File: src/rtl/rpn_pkg.sv
// Shared types and constants for the RPN sequencer: FSM state encoding,
// operator opcodes and default sizing.
package rpn_pkg;

  localparam int DATA_W_DEF = 32;
  localparam int DEPTH_DEF  = 16;

  localparam logic [1:0] OP_ADD = 2'b00;
  localparam logic [1:0] OP_SUB = 2'b01;
  localparam logic [1:0] OP_MUL = 2'b10;
  localparam logic [1:0] OP_AND = 2'b11;

  typedef enum logic [2:0] {
    IDLE  = 3'd0,
    PUSH  = 3'd1,
    POP_B = 3'd2,
    POP_A = 3'd3,
    EXEC  = 3'd4,
    ERR   = 3'd5
  } state_t;

endpackage

File: src/rtl/rpn_sequencer_if.sv
// Bundle between the RPN sequencer, its token source and its external stack.
// Handshake: a token transfers on a rising clk edge where tok_valid && tok_ready;
// the source holds tok_is_op/tok_dat stable while tok_valid is high, and
// tok_ready never depends combinationally on tok_valid.
interface rpn_sequencer_if #(
  parameter int DATA_W = 32,
  parameter int DEPTH  = 16
);
  localparam int DEPTH_W = $clog2(DEPTH) + 1;

  logic              tok_valid;
  logic              tok_ready;
  logic              tok_is_op;
  logic [DATA_W-1:0] tok_dat;
  logic              push_stb;
  logic [DATA_W-1:0] push_dat;
  logic              pop_stb;
  logic [DATA_W-1:0] pop_dat;
  logic              res_valid;
  logic [DATA_W-1:0] res_dat;
  logic [DEPTH_W-1:0] depth;
  logic              err;
  logic              err_clr;

  // master: token source plus stack model; slave: the sequencer itself
  modport master (
    output tok_valid, tok_is_op, tok_dat, pop_dat, err_clr,
    input  tok_ready, push_stb, push_dat, pop_stb, res_valid, res_dat, depth, err
  );

  modport slave (
    input  tok_valid, tok_is_op, tok_dat, pop_dat, err_clr,
    output tok_ready, push_stb, push_dat, pop_stb, res_valid, res_dat, depth, err
  );

endinterface

File: src/rtl/rpn_alu.sv
// Combinational RPN operator datapath; all results wrap modulo 2^DATA_W.
module rpn_alu
  import rpn_pkg::*;
#(
  parameter int DATA_W = DATA_W_DEF
) (
  input  logic [DATA_W-1:0] a,
  input  logic [DATA_W-1:0] b,
  input  logic [1:0]        op,
  output logic [DATA_W-1:0] r
);

  always_comb begin
    r = '0;
    case (op)
      OP_ADD:  r = a + b;
      OP_SUB:  r = a - b;
      OP_MUL:  r = a * b;
      OP_AND:  r = a & b;
      default: r = '0;
    endcase
  end

endmodule

File: src/rtl/rpn_sequencer.sv
// RPN token sequencer: pushes operands onto an external stack, and for operators
// pops B then A, evaluates A op B and pushes the result back.
module rpn_sequencer
  import rpn_pkg::*;
#(
  parameter int DATA_W = DATA_W_DEF,
  parameter int DEPTH  = DEPTH_DEF
) (
  input  logic           clk,
  input  logic           rst_n,
  rpn_sequencer_if.slave bus,
  output state_t         o_state
);

  localparam int DEPTH_W = $clog2(DEPTH) + 1;
  localparam logic [DEPTH_W-1:0] DEPTH_MAX = DEPTH_W'(DEPTH);
  localparam logic [DEPTH_W-1:0] DEPTH_TWO = DEPTH_W'(2);

  state_t             r_state;
  logic               r_tok_ready;
  logic               r_push_stb;
  logic               r_pop_stb;
  logic               r_res_valid;
  logic               r_err;
  logic [DATA_W-1:0]  r_push_dat;
  logic [DATA_W-1:0]  r_res_dat;
  logic [DATA_W-1:0]  r_a;
  logic [DATA_W-1:0]  r_b;
  logic [1:0]         r_op;
  logic [DEPTH_W-1:0] r_depth;

  logic [DATA_W-1:0]  w_alu_r;
  logic               w_accept;

  assign w_accept = bus.tok_valid && r_tok_ready;

  rpn_alu #(.DATA_W(DATA_W)) u_alu (
    .a  (r_a),
    .b  (r_b),
    .op (r_op),
    .r  (w_alu_r)
  );

  // Every output is registered for the state being entered, so strobes line
  // up exactly with the state they belong to.
  always_ff @(posedge clk or negedge rst_n) begin
    if (!rst_n) begin
      r_state     <= IDLE;
      r_tok_ready <= 1'b0;
      r_push_stb  <= 1'b0;
      r_pop_stb   <= 1'b0;
      r_res_valid <= 1'b0;
      r_err       <= 1'b0;
      r_push_dat  <= '0;
      r_res_dat   <= '0;
      r_a         <= '0;
      r_b         <= '0;
      r_op        <= OP_ADD;
    end else begin
      r_push_stb  <= 1'b0;
      r_pop_stb   <= 1'b0;
      r_res_valid <= 1'b0;
      r_tok_ready <= 1'b0;
      case (r_state)
        IDLE: begin
          if (w_accept) begin
            if (!bus.tok_is_op) begin
              if (r_depth == DEPTH_MAX) begin
                r_err   <= 1'b1;
                r_state <= ERR;
              end else begin
                r_push_dat <= bus.tok_dat;
                r_push_stb <= 1'b1;
                r_state    <= PUSH;
              end
            end else if (r_depth < DEPTH_TWO) begin
              r_err   <= 1'b1;
              r_state <= ERR;
            end else begin
              r_op      <= bus.tok_dat[1:0];
              r_pop_stb <= 1'b1;
              r_state   <= POP_B;
            end
          end else begin
            r_tok_ready <= 1'b1;
          end
        end
        POP_B: begin
          r_b       <= bus.pop_dat;
          r_pop_stb <= 1'b1;
          r_state   <= POP_A;
        end
        POP_A: begin
          r_a     <= bus.pop_dat;
          r_state <= EXEC;
        end
        EXEC: begin
          r_push_dat  <= w_alu_r;
          r_res_dat   <= w_alu_r;
          r_push_stb  <= 1'b1;
          r_res_valid <= 1'b1;
          r_state     <= PUSH;
        end
        PUSH: begin
          r_tok_ready <= 1'b1;
          r_state     <= IDLE;
        end
        ERR: begin
          if (bus.err_clr) begin
            r_err       <= 1'b0;
            r_tok_ready <= 1'b1;
            r_state     <= IDLE;
          end
        end
        default: r_state <= IDLE;
      endcase
    end
  end

  // Depth tracks the stack as seen after each strobe cycle completes.
  always_ff @(posedge clk or negedge rst_n) begin
    if (!rst_n) begin
      r_depth <= '0;
    end else if (r_push_stb && (r_depth != DEPTH_MAX)) begin
      r_depth <= r_depth + 1'b1;
    end else if (r_pop_stb && (r_depth != '0)) begin
      r_depth <= r_depth - 1'b1;
    end
  end

  assign bus.tok_ready = r_tok_ready;
  assign bus.push_stb  = r_push_stb;
  assign bus.push_dat  = r_push_dat;
  assign bus.pop_stb   = r_pop_stb;
  assign bus.res_valid = r_res_valid;
  assign bus.res_dat   = r_res_dat;
  assign bus.depth     = r_depth;
  assign bus.err       = r_err;
  assign o_state       = r_state;

endmodule

File: src/flat_wrapper.sv
// flat-port wrapper written by rule: the top's interface ports become plain ports
module rpn_sequencer_flat import rpn_pkg::*;
#(
  parameter int DATA_W = DATA_W_DEF,
  parameter int DEPTH  = DEPTH_DEF
)
  (clk, rst_n, o_state, bus_tok_valid, bus_tok_is_op, bus_tok_dat, bus_pop_dat, bus_err_clr, bus_tok_ready, bus_push_stb, bus_push_dat, bus_pop_stb, bus_res_valid, bus_res_dat, bus_depth, bus_err);
  rpn_sequencer_if #(.DATA_W(DATA_W), .DEPTH(DEPTH)) bus_i ();
  input  logic clk;
  input  logic rst_n;
  output state_t o_state;
  input wire logic [$bits(bus_i.tok_valid)-1:0] bus_tok_valid;
  input wire logic [$bits(bus_i.tok_is_op)-1:0] bus_tok_is_op;
  input wire logic [$bits(bus_i.tok_dat)-1:0] bus_tok_dat;
  input wire logic [$bits(bus_i.pop_dat)-1:0] bus_pop_dat;
  input wire logic [$bits(bus_i.err_clr)-1:0] bus_err_clr;
  output wire logic [$bits(bus_i.tok_ready)-1:0] bus_tok_ready;
  output wire logic [$bits(bus_i.push_stb)-1:0] bus_push_stb;
  output wire logic [$bits(bus_i.push_dat)-1:0] bus_push_dat;
  output wire logic [$bits(bus_i.pop_stb)-1:0] bus_pop_stb;
  output wire logic [$bits(bus_i.res_valid)-1:0] bus_res_valid;
  output wire logic [$bits(bus_i.res_dat)-1:0] bus_res_dat;
  output wire logic [$bits(bus_i.depth)-1:0] bus_depth;
  output wire logic [$bits(bus_i.err)-1:0] bus_err;
  assign bus_i.tok_valid = bus_tok_valid;
  assign bus_i.tok_is_op = bus_tok_is_op;
  assign bus_i.tok_dat = bus_tok_dat;
  assign bus_i.pop_dat = bus_pop_dat;
  assign bus_i.err_clr = bus_err_clr;
  assign bus_tok_ready = bus_i.tok_ready;
  assign bus_push_stb = bus_i.push_stb;
  assign bus_push_dat = bus_i.push_dat;
  assign bus_pop_stb = bus_i.pop_stb;
  assign bus_res_valid = bus_i.res_valid;
  assign bus_res_dat = bus_i.res_dat;
  assign bus_depth = bus_i.depth;
  assign bus_err = bus_i.err;
  rpn_sequencer #(.DATA_W(DATA_W), .DEPTH(DEPTH)) u_core (.clk(clk), .rst_n(rst_n), .bus(bus_i), .o_state(o_state));
endmodule
File: config.mk
export PLATFORM = sky130hd
export DESIGN_NAME = rpn_sequencer_flat
export DESIGN_NICKNAME = d
export VERILOG_FILES = /design/src/rtl/rpn_pkg.sv /design/src/rtl/rpn_sequencer_if.sv /design/src/rtl/rpn_alu.sv /design/src/rtl/rpn_sequencer.sv /design/src/flat_wrapper.sv
export SDC_FILE = /design/constraint.sdc
export NUM_CORES = 2
export LEC_CHECK = 0
export ABC_CLOCK_PERIOD_IN_PS = 8300
export CORE_ASPECT_RATIO = 0.8
export CORE_MARGIN = 1
export CORE_UTILIZATION = 30
export CTS_BUF_LIST = sky130_fd_sc_hd__clkbuf_4 sky130_fd_sc_hd__clkbuf_8 sky130_fd_sc_hd__clkbuf_16
export CTS_CLUSTER_DIAMETER = 50
export DETAILED_ROUTE_END_ITERATION = 7
export DONT_BUFFER_PORTS = 1
export PLACE_DENSITY_LB_ADDON = 0.05
export RECOVER_POWER = 100
export SLEW_MARGIN = 20
export SYNTH_ARGS = -nofsm -noshare
export SYNTH_HDL_FRONTEND = slang
export SYNTH_HIERARCHICAL = 1
export SYNTH_SLANG_ARGS = --single-unit
File: constraint.sdc
create_clock -name clk -period 8.3 [get_ports clk]
set_clock_uncertainty 0.1 [all_clocks]
set_input_delay 0.83 -clock clk [delete_from_list [all_inputs] [get_ports clk]]
set_output_delay 0.83 -clock clk [all_outputs]
set_load 0.01 [all_outputs]
==> flow_metrics.env <==
export IMPL_cp_end_kind="register"
export IMPL_final_setup_viol_count=0
export IMPL_grt_pass1_wl_mm=137
export IMPL_htreeDepth=4
export IMPL_grt_pass1_vias=20075
export IMPL_relSlewSlack=-1.73
export IMPL_synth_area_um2=24400
export IMPL_final_antenna_net_count=0
export IMPL_synth_edf_count=0
export IMPL_area_delta_synth_final_pct=9.45
export IMPL_r2r_start="u_core/r_a[1]"
export IMPL_cts_tree="built"
export IMPL_std_cell_rows=93
export IMPL_worst_r2r_setup_slack_ps=400
export IMPL_dpl_hpwl_mm=71.4
export IMPL_violations="capacitance limit, slew limit"
export IMPL_grt_max_degree=144
export IMPL_yosysWarningCount=6
export IMPL_routedWlPerCell_um=23.8
export IMPL_fin_crit_ps=7900
export IMPL_numCtsBuffers=17
export IMPL_die_w_um=321
export IMPL_synthesis_nets=3341
export IMPL_run_status="finished with violations"
export IMPL_totalWireLength_mm=90.2
export IMPL_timing_fmax_mhz=127
export IMPL_whs_path_depth=1
export IMPL_timing_critical_path_from_type="register"
export IMPL_setup_tns_ps=0
export IMPL_ios=146
export IMPL_nets=3333
export IMPL_fin_crit_sh=0.952
export IMPL_synth_cells=2703
export IMPL_grt_use_total=0.226
export IMPL_hold_path_startpoint="bus_err_clr"
export IMPL_routed_via_density=4.85
export IMPL_synth_ff_type="dfrtp_1"
export IMPL_seq_area_frac_synth=0.147
export IMPL_hold_end="u_core/o_state[0]"
export IMPL_clock_latency_ps=470
export IMPL_gp_congestion=0.865
export IMPL_die_area_um2=82300
export IMPL_critPathKind="register to register"
export IMPL_r2r_end="u_core/bus.push_dat[29]"
export IMPL_drv_cap=4
export IMPL_synth_async_reset_ratio=1.00
export IMPL_required_ps=8570
export IMPL_rsz0062_at_grt="no"
export IMPL_grt_ovfl_total=0
export IMPL_drtIter0Drc=1139
export IMPL_reg2reg_depth=26
export IMPL_start_util=0.303
export IMPL_clock_sinks=143
export IMPL_syn_avg_cell_area_um2=9.01
export IMPL_clk_pin_slew_ps=80
export IMPL_hp_class="primary input to register"
export IMPL_clockBufferDepth=2
export IMPL_die_y_um=257
export IMPL_route_detailed_drc=0
export IMPL_fp_coreArea_um2=80400
export IMPL_clockRootBuffer="clkbuf_16"
export IMPL_worstMarginPinSlew_ps=4090
export IMPL_drt_first_pass_iters=5
export IMPL_via_count=18422
export IMPL_antenna_found_initial=2
export IMPL_ys_ff_latch=143
export IMPL_slew_viol_final=245
export IMPL_portBuffers=0
export IMPL_synth_cell_types=78
export IMPL_drive_above_1_share=0.0810
export IMPL_crit_arrival_ps=8170
export IMPL_finalHoldViolCount=0
export IMPL_cp_max_fo=16
[per-stage QoR]
| step | std cells | hold slack (ps) | utilization | worst slack [ps] | cell area [um2] |
|---|---|---|---|---|---|
| floorplan | 2703 | 372 | - | 1110 | 24400 |
| global placement | 3767 | 438 | 0.324 | 387 | 26100 |
| detailed placement | 3767 | 437 | 0.324 | 333 | 26100 |
| CTS | 3797 | 288 | 0.332 | 306 | 26700 |
| global route | 3797 | 320 | 0.331 | 21.1 | 26700 |
| finish | 3798 | 347 | 0.332 | 399 | 26700 |
[cell usage after synthesis (all sizes together) (6+ instances only)]
cell type / number / area, um2
xnor2: 88 / 778
nor3: 22 / 110
dfrtp: 143 / 3580
xor2: 48 / 420
fa: 410 / 8210
o31ai: 11 / 82.6
nor4: 9 / 71.3
and3: 8 / 50.1
a31o: 6 / 52.6
a21oi: 62 / 314
ha: 159 / 1990
nand2: 481 / 1810
a211oi: 12 / 90.1
a21o: 20 / 150
o211ai: 13 / 97.6
mux2i: 36 / 360
o21ai: 97 / 485
inv: 387 / 1450
nand3: 18 / 90.1
nor2: 46 / 183
or3: 9 / 57.6
mux2: 35 / 394
clkbuf: 131 / 492
or2: 7 / 46.3
o21a: 15 / 113
and2: 309 / 1940
buf: 23 / 141
nand2b: 13 / 81.3
a31oi: 15 / 93.8
[final cells by class]
type / instances / area, um2
inverters: 387 / 1450
diodes: 1 / 2.50
multi-input cells: 2019 / 18700
clock buffers: 19 / 447
flip-flops and latches: 143 / 3590
repair buffers: 127 / 946
fillers: 8407 / 53800
clock inverters: 10 / 163
well taps: 1092 / 1370
[sequential cells by signal, summed over array words and instances, names as in the netlist]
signal                count
u_core/bus.push_dat      32
u_core/bus.res_dat       32
u_core/r_a               32
u_core/r_b               32
u_core/bus.depth          5
u_core/o_state            3
u_core/r_op               2
u_core/bus.err            1
u_core/bus.pop_stb        1
u_core/bus.push_stb       1
u_core/bus.res_valid      1
u_core/bus.tok_ready      1
[layer usage]
metal,track usage,vias up,part of all wire
met5,0,-,0.00014
met3,0.0209,61,0.032
met2,0.374,355,0.48
met1,0.322,9611,0.47
met4,0.0429,2,0.017
li1,-,8393,-
[worst max-delay path by stage]
stage	slack (ps)	start	end	cells after the start
after global placement	390	u_core/r_b[8]	u_core/bus.push_dat[29]	23
after global routing	20	u_core/r_b[2]	u_core/bus.push_dat[26]	25
after CTS	310	u_core/r_b[8]	u_core/bus.push_dat[29]	23
after detailed placement	330	u_core/r_b[8]	u_core/bus.push_dat[29]	23
final	400	u_core/r_a[1]	u_core/bus.push_dat[29]	26
after floorplan	1110	u_core/r_b[5]	u_core/bus.push_dat[26]	27
[logic make-up (layout without fill, tap and decap cells)]
group,Yosys count,in the layout,synth area share
adders and majority gates,569,569,0.419
xor gates and xnor gates,137,137,0.0501
other,0,1,0
AOI/OAI and AO/OA,293,293,0.0765
buffers and inverters,541,543,0.0856
muxes,71,71,0.0310
and+or+nand+nor,949,949,0.191
DFF,143,143,0.147
[what timing repair did]
item,4_1_cts,5_1_grt
buffers inserted,0,0
hold buffers,1,0
setup endpoints to repair,0,5
gates resized for setup,0,3
hold endpoints to repair,143,0
[cell usage in the layout (no fill, tap or decap), types with 34 or more instances in the layout]
master / instances
dfrtp_1: 135
xnor2_1: 87
nand2_1: 481
mux2_2: 34
a21oi_1: 61
and2_1: 302
buf_4: 115
fa_1: 410
inv_1: 386
ha_1: 159
xor2_1: 48
nor2_1: 44
o21ai_0: 93
mux2i_1: 36
[critical path, cell delays in order, from the launching register on]
cell and delay [ps]:
dfrtp_1 1050, buf_4 420, nand2_1 120, fa_1 410
fa_1 440, fa_1 510, inv_1 50, ha_1 180
ha_1 280, ha_1 130, inv_1 50, fa_1 500
inv_1 50, fa_1 460, ha_1 220, clkbuf_4 140
or4_1 490, o21ai_0 230, clkbuf_1 350, a211oi_1 200
o2111ai_1 340, nand3b_1 140, xnor2_1 150, o21a_1 190
a21oi_1 330, nand2_1 130, o21ai_1 110
Power is not shown: default switching activity piles up to over one toggle a cycle in this logic, so the estimate is an artifact.
